### src/rtl/spi_slave_fifo.sv
// rtl/spi_slave_fifo.sv - synchronous first-word fall-through FIFO
module spi_slave_fifo #(
  parameter int W     = 8,
  parameter int DEPTH = 16
) (
  input  logic         clk,
  input  logic         rstn,
  input  logic         in_valid,
  output logic         in_ready,
  input  logic [W-1:0] in_data,
  output logic         out_valid,
  input  logic         out_ready,
  output logic [W-1:0] out_data
);

  localparam int AW = $clog2(DEPTH);

  logic [AW:0]  wr_ptr_q, wr_ptr_d, rd_ptr_q, rd_ptr_d;
  logic [W-1:0] mem_q [DEPTH];
  logic [W-1:0] mem_d [DEPTH];
  logic         empty, full, do_push, do_pop;

  assign empty     = (wr_ptr_q == rd_ptr_q);
  assign full      = (wr_ptr_q[AW] != rd_ptr_q[AW]) && (wr_ptr_q[AW-1:0] == rd_ptr_q[AW-1:0]);
  assign in_ready  = ~full;
  assign out_valid = ~empty;
  assign out_data  = mem_q[rd_ptr_q[AW-1:0]];

  // A pop frees a slot in the same cycle, so a full FIFO still takes a simultaneous push
  assign do_pop  = out_ready && !empty;
  assign do_push = in_valid && (!full || do_pop);

  // Next pointers and memory contents
  always_comb begin
    wr_ptr_d = wr_ptr_q;
    rd_ptr_d = rd_ptr_q;
    mem_d    = mem_q;
    if (do_push) begin
      mem_d[wr_ptr_q[AW-1:0]] = in_data;
      wr_ptr_d = wr_ptr_q + 1'b1;
    end
    if (do_pop) begin
      rd_ptr_d = rd_ptr_q + 1'b1;
    end
  end

  // Pointer and storage registers; storage needs no reset
  always_ff @(posedge clk) begin
    if (!rstn) begin
      wr_ptr_q <= '0;
      rd_ptr_q <= '0;
    end else begin
      wr_ptr_q <= wr_ptr_d;
      rd_ptr_q <= rd_ptr_d;
      mem_q    <= mem_d;
    end
  end

endmodule

### config.mk
export PLATFORM = sky130hd
export DESIGN_NAME = spi_slave_fifo
export DESIGN_NICKNAME = d
export VERILOG_FILES = /design/src/rtl/spi_slave_fifo.sv
export SDC_FILE = /design/constraint.sdc
export NUM_CORES = 1
export LEC_CHECK = 0
export CAP_MARGIN = 20
export CORE_MARGIN = 3
export CORE_UTILIZATION = 51
export CTS_CLUSTER_DIAMETER = 100
export CTS_CLUSTER_SIZE = 30
export DETAILED_ROUTE_END_ITERATION = 10
export PLACE_DENSITY = 0.65
export SETUP_SLACK_MARGIN = 0.5
export SLEW_MARGIN = 40
export SYNTH_ARGS = -nofsm -noshare
export SYNTH_HDL_FRONTEND = slang
export SYNTH_SLANG_ARGS = --single-unit
### constraint.sdc
create_clock -name clk -period 6.25 [get_ports clk]
set_clock_uncertainty 0.15 [all_clocks]
set_input_delay 1.875 -clock clk [delete_from_list [all_inputs] [get_ports clk]]
set_output_delay 1.875 -clock clk [all_outputs]
set_load 0.01 [all_outputs]
==> results by group, run 1 <==
CTS
  • CTS Sinks: 138
  • Postcts setup bufs: 0
  • Hold-fix buffers, CTS: 0
  • Htree depth: 4
  • Post-CTS resize count: 0
  • TritonCTS Buffers: 17
  • Root Buffer: clkbuf_8
  • Clock Tree Buf Depth: 2
  • Clock Latency Late Sink: around 520 ps
  • Clock slew at reported path FFs: 60 ps
  • CTS tree: built

Die
  • I/O pin count: 22
  • FP Rows: 37
  • Starting Density: 53.1%
  • Die Span X: 111 um
  • Die area: 0.0122 sq mm
  • Core area: 0.0105 sq mm
  • Die height: 111 um

STA
  • Worst slew margin: 49.6%
  • Final count of negative-setup-slack endpoints: 0
  • Part of the cycle the worst path needs: 81.9%
  • Fin. Hold Viols: 0
  • Period minus WS final: 5120 ps
  • Final setup margin: 1130 ps
  • Pins over their slew limit: 0
  • Worst Max-Slew Pin Slew: between 700 and 800 ps
  • RSZ-0062 raised after global routing: false
  • Worst hold slack: 357 ps
  • Max frequency: 195 MHz
  • Final setup TNS: 0 ps

Final layout
  • Most common cell after layout, fill and taps aside: edfxtp_1
  • P&R area growth vs syn: 17.6%
  • Ant diodes: 0
  • Multi-input logic area: 0.00150 sq mm
  • Share of cells above drive strength 1: 25.9%
  • Layout net count: between 300 and 400
  • Most frequent cells in the layout: edfxtp_1, mux4_2, clkdlybuf4s50_1
  • FF+latch area: 0.00405 sq mm
  • # fillers: around 710

Routing
  • DRT Wirelength: 11100 um
  • WL per Instance: 23.2 um
  • DR top layer: met4
  • Drc violations: 0
  • Starting DRT DRC Count: roughly 210
  • Pre-antenna DRT Iters: 5
  • Drt via density: just under 6
  • Vias post-DR: approximately 2700
  • Antenna-violating nets left: 0
  • M1 wire length: 4630 um
  • Met2 WL: 5740 um
  • Wire length on met3: 576 um

Logic synthesis
  • Synth Warn #: 0
  • Synth unique cells: 26
  • Mux contribution to synthesized area: between 10% and 20%
  • Combinational family with the most area after synthesis: multiplexers
  • Xor/xnor share of the synthesized area: 1.41%
  • Sequential share of the synthesized area: 72.4%
  • Compound-Gate Fraction of Synth Area: 2.64%
  • Mapped Area: 0.00559 sq mm
  • Synth Area per Inst: 18.7 sq um
  • Simple-gate share of the synthesized area: 5.53%
  • Gate Count Post-Synth: slightly below 300
  • Synth Net Count: 315
  • Synth Area in Adders: under 10%
  • #FFs+latches synth: roughly 140

Placement
  • Pre-CTS setup slack: 1590 ps
  • # port buffers: 21
  • Post-detail-place hpwl: around 6700 um
  • GP Congestion: ~0.72

Global route
  • Antenna violations before repair: 0
  • First-pass GRT wire length: ~17000 um
  • Vias in the first global route: approximately 2900
  • GRT Total Usage: 19.4%
  • Gr ovfl total: 0
  • Largest net degree at the start of global routing: 21

Setup path
  • CP endpoint kind: output port
  • Bufs and invs on worst path: 2
  • Worst Path Max Fanout: 18
  • Worst path required time: 4220 ps
  • Startpoint types: flip-flop
  • CP Data Arrival Time: 3090 ps
  • CP top delay family: buffers and inverters
  • CP Cell Sequence: buf_4 -> mux4_2 -> nor2b_1 -> a211oi_1 -> a21oi_1 -> clkdlybuf4s50_1
  • CP max-delay cell: dfxtp_2
  • Worst path max stage delay: 720 ps
  • Crit Path Class: reg -> out

Power
  • Static Leak: 2.12 nW
  • PwrDens: about 340 mW/mm^2
  • Max rail drop VDD: 0.000235 V

Status
  • Status: finished, final reports clean

Hold path
  • Class of the worst hold path: reg -> reg

Flow run
  • Max cap viols: 0
## through the flow
stage	util (%)	total power, mW	cell area (sq um)	instances
6_report	62.5	2.25	6570	476
5_1_grt	62.5	2.33	6570	476
4_1_cts	62.4	2.27	6560	476
3_5_place_dp	56.8	1.28	5970	444
3_3_place_gp	56.5	1.28	5940	444
2_1_floorplan	-	1.20	5590	298
## Yosys cell counts
| cell type | count | area, sq um |
|---|---|---|
| edfxtp_1 | 128 | 3840 |
| mux4_2 | 32 | 721 |
| nand2_1 | 17 | 63.8 |
| nor2_1 | 14 | 52.6 |
| mux2i_1 | 13 | 130 |
| a21oi_1 | 11 | 55.1 |
| dfxtp_1 | 10 | 200 |
| a211oi_1 | 8 | 60.1 |
| clkbuf_1 | 8 | 30.0 |
| nor2b_1 | 8 | 50.1 |
| xor2_1 | 7 | 61.3 |
| buf_2 | 5 | 25.0 |
| ha_1 | 5 | 62.6 |
| nand2b_1 | 5 | 31.3 |
| and2_1 | 4 | 25.0 |
| buf_4 | 4 | 30.0 |
| nand4_1 | 4 | 25.0 |
| nor3_1 | 4 | 20.0 |
| inv_1 | 2 | 7.51 |
| nand3b_1 | 2 | 15.0 |
| xnor2_1 | 2 | 17.5 |
| a21boi_4 | 1 | 18.8 |
| nand3_1 | 1 | 5.00 |
| nor4_4 | 1 | 21.3 |
| o21ai_0 | 1 | 5.00 |
| o21ai_2 | 1 | 8.76 |
## worst paths after layout
kind / startpoint / endpoint / slack, ps / depth (start not counted)
min: wr_ptr_q[4] / wr_ptr_q[4] / 360 / 2
max: rd_ptr_q[0] / out_data[5] / 1130 / 6
max reg2reg: rd_ptr_q[1] / mem_q[50] / 3370 / 5
min reg2reg: wr_ptr_q[4] / wr_ptr_q[4] / 360 / 2
## cell families (layout without fill, tap and decap cells)
group,after synthesis,in the layout
buffers and inverters,19,61
AO/OA/AOI/OAI,22,22
flip-flops,138,138
multiplexers,45,45
XOR/XNOR,9,9
AND/OR/NAND/NOR,60,60
adder cells (fa/ha/maj),5,5
## area by class of cell
type	instances	area share [%]
sequential	138	61.6
multi-input combinational	141	22.9
clock buffer	17	6.31
timing repair buffer	27	3.89
clock inverter	15	2.63
tap	136	2.59
inverter	2	0.114
## routing by layer
metal  vias to the layer above  track usage (%)
met2                        88             32.6
met1                      1406             24.8
li1                       1240                -
met4                         0             5.58
met5                         -                0
met3                         9             5.40
## power breakdown
part	switching (mW)	internal [mW]
combinational	0.101	0.120
sequential	0.0217	1.02
clock	0.383	0.608
## tightest hold or removal path: cells and delay by family (launching register included)
kind             cells  cell delay, ps
muxes                1              60
DFF                  1             330
and+or+nand+nor      1              60
## sequential cells by signal, summed over array words and instances, names as in the netlist
name,count
mem_q,128
rd_ptr_q,5
wr_ptr_q,5
Note: power is estimated with default switching activity, not from simulation.
==> run 2, diff against run 1 <==
clock period = 5.15 ns   (was 6.25 ns; I/O delays follow)
==> results by group, run 2 (synthesis gave the netlist of run 1 again) <==
Routing
  • Drt via density: 5.74
  • Antenna-violating nets left: 0
  • DRT Wirelength: approximately 11000 um
  • Starting DRT DRC Count: 203
  • Drc violations: 0
  • Pre-antenna DRT Iters: 4
  • Vias post-DR: 2803
  • WL per Instance: 22.8 um

Global route
  • Vias in the first global route: 2878
  • Largest net degree at the start of global routing: 25
  • GRT Total Usage: 19.5%
  • First-pass GRT wire length: about 17000 um
  • Antenna violations before repair: 0
  • Gr ovfl total: 0

CTS
  • CTS tree: built
  • Root Buffer: clkbuf_8
  • CTS Sinks: roughly 140
  • Clock Latency Late Sink: around 530 ps
  • Clock slew at reported path FFs: around 60 ps
  • Htree depth: 4
  • Hold-fix buffers, CTS: 0
  • TritonCTS Buffers: 17
  • Clock Tree Buf Depth: 2

Final layout
  • Final core utilization: 63.8%
  • Most frequent cells in the layout: edfxtp_1, mux4_2, clkdlybuf4s50_1
  • Max FFs per register: 128
  • Top Registers: mem_q x128, rd_ptr_q x5, wr_ptr_q x5
  • P&R area growth vs syn: 20.1%
  • Layout net count: 357
  • Multi-input logic area: 0.00146 sq mm
  • Ant diodes: 0
  • Top reg by flops: mem_q
  • Share of cells above drive strength 1: 24.7%
  • # fillers: around 720
  • Most common cell after layout, fill and taps aside: edfxtp_1
  • FF+latch area: 0.00405 sq mm

STA
  • Final count of negative-setup-slack endpoints: 0
  • Worst Max-Slew Pin Slew: 665 ps
  • Worst slew margin: 55.5%
  • Period minus WS final: 4410 ps
  • Max frequency: 227 MHz
  • Final setup TNS: 0 ps
  • Part of the cycle the worst path needs: 85.7%
  • Fin. Hold Viols: 0
  • Pins over their slew limit: 0
  • RSZ-0062 raised after global routing: false
  • Worst hold slack: 342 ps

Die
  • Core area: ~0.011 sq mm
  • Starting Density: 53.1%
  • Die height: 111 um
  • I/O pin count: 22
  • Die area: approximately 0.012 sq mm
  • FP Rows: 37
  • Die Span X: 111 um

Setup path
  • CP top delay family: buffers and inverters
  • CP max-delay cell: dfxtp_1
  • Crit. Startpoint: rd_ptr_q[2]
  • Worst r2r dst: mem_q[110]
  • Crit Path Class: reg -> out
  • Worst R2R Path Depth: 7
  • End point of the critical path: out_data[1]
  • Worst Path Max Fanout: 24
  • Worst path required time: 3460 ps
  • CP Cell Sequence: buf_12 -> mux4_2 -> nor2b_1 -> a211oi_1 -> a21oi_1 -> clkdlybuf4s50_1
  • Startpoint types: flip-flop
  • R2r setup slk: approximately 2400 ps
  • CP endpoint kind: output port
  • Reg-to-Reg Start: rd_ptr_q[2]
  • CP Data Arrival Time: 2720 ps
  • Instance count on the critical path: 6
  • Bufs and invs on worst path: 2
  • Worst path max stage delay: 540 ps

Hold path
  • Hold path startpoint: wr_ptr_q[4]
  • Class of the worst hold path: reg -> reg

Power
  • PwrDens: 426 mW/mm^2
  • Max rail drop VDD: 0.000277 V
  • Pwr Total: between 2 and 3 mW
  • Static Leak: about 2.2 nW

Flow run
  • Max cap viols: 0

Placement
  • # port buffers: 21
  • Post-detail-place hpwl: 6850 um
  • GP Congestion: 0.786

Status
  • Status: finished, final reports clean
-- run 2: cell types whose count changed in the layout (fill, tap and decap cells not counted), sizes merged --
cell | previous run | this run
bufinv | 3 | 6
clkinv | 6 | 3
clkbuf | 17 | 19
buf | 6 | 19
inv | 6 | 3
-- run 2: timing repair --
item                                    4_1_cts  5_1_grt
resized for setup                             1        0
buffers inserted                              0        1
endpoints found under the setup margin        7        2
-- run 2: per-stage QoR --
stage          instance area (sq um)  instances  setup slack (ps)
2_1_floorplan                   5590        298              1790
3_3_place_gp                    6040        456               978
3_5_place_dp                    6050        456               962
4_1_cts                         6700        487               608
5_1_grt                         6710        488               599
6_report                        6710        488               738
-- run 2: where the power goes --
part           switching, mW  total, mW  internal, mW  leakage [nW]
logic                  0.129      0.284         0.155         0.664
clock network          0.439       1.32         0.880         0.306
registers             0.0191       1.26          1.24          1.23
-- run 2: layout make-up --
class                           count  share of cell area [%]
Clock inverter                     12                    3.30
Inverter                            2                   0.112
Sequential cell                   138                    60.3
Clock buffer                       19                    6.28
Tap cell                          136                    2.54
Timing Repair Buffer               40                    5.69
Multi-Input combinational cell    141                    21.7
-- run 2: how the worst min path moves through the flow --
stage / to / cells past startpoint
finish: wr_ptr_q[4] / 2
global placement: wr_ptr_q[4] / 2
global route: wr_ptr_q[4] / 2
floorplan: wr_ptr_q[4] / 2
detailed placement: wr_ptr_q[4] / 2
CTS: wr_ptr_q[4] / 2
-- run 2: metal layers --
layer	up-vias	share of wire, %	global-route usage [%]
li1	1270	-	-
met1	1433	42	27.1
met2	85	49	29.9
met3	15	7.8	5.57
met4	0	1.4	6.49
met5	-	0	0
-- run 2: worst register-to-register path, stage by stage, from the launching register on --
cell	delay (ps)
dfxtp_1	540
buf_12	250
xor2_1	260
nor4_4	100
a21boi_4	280
nand2_1	180
nor2_1	450
buf_4	260
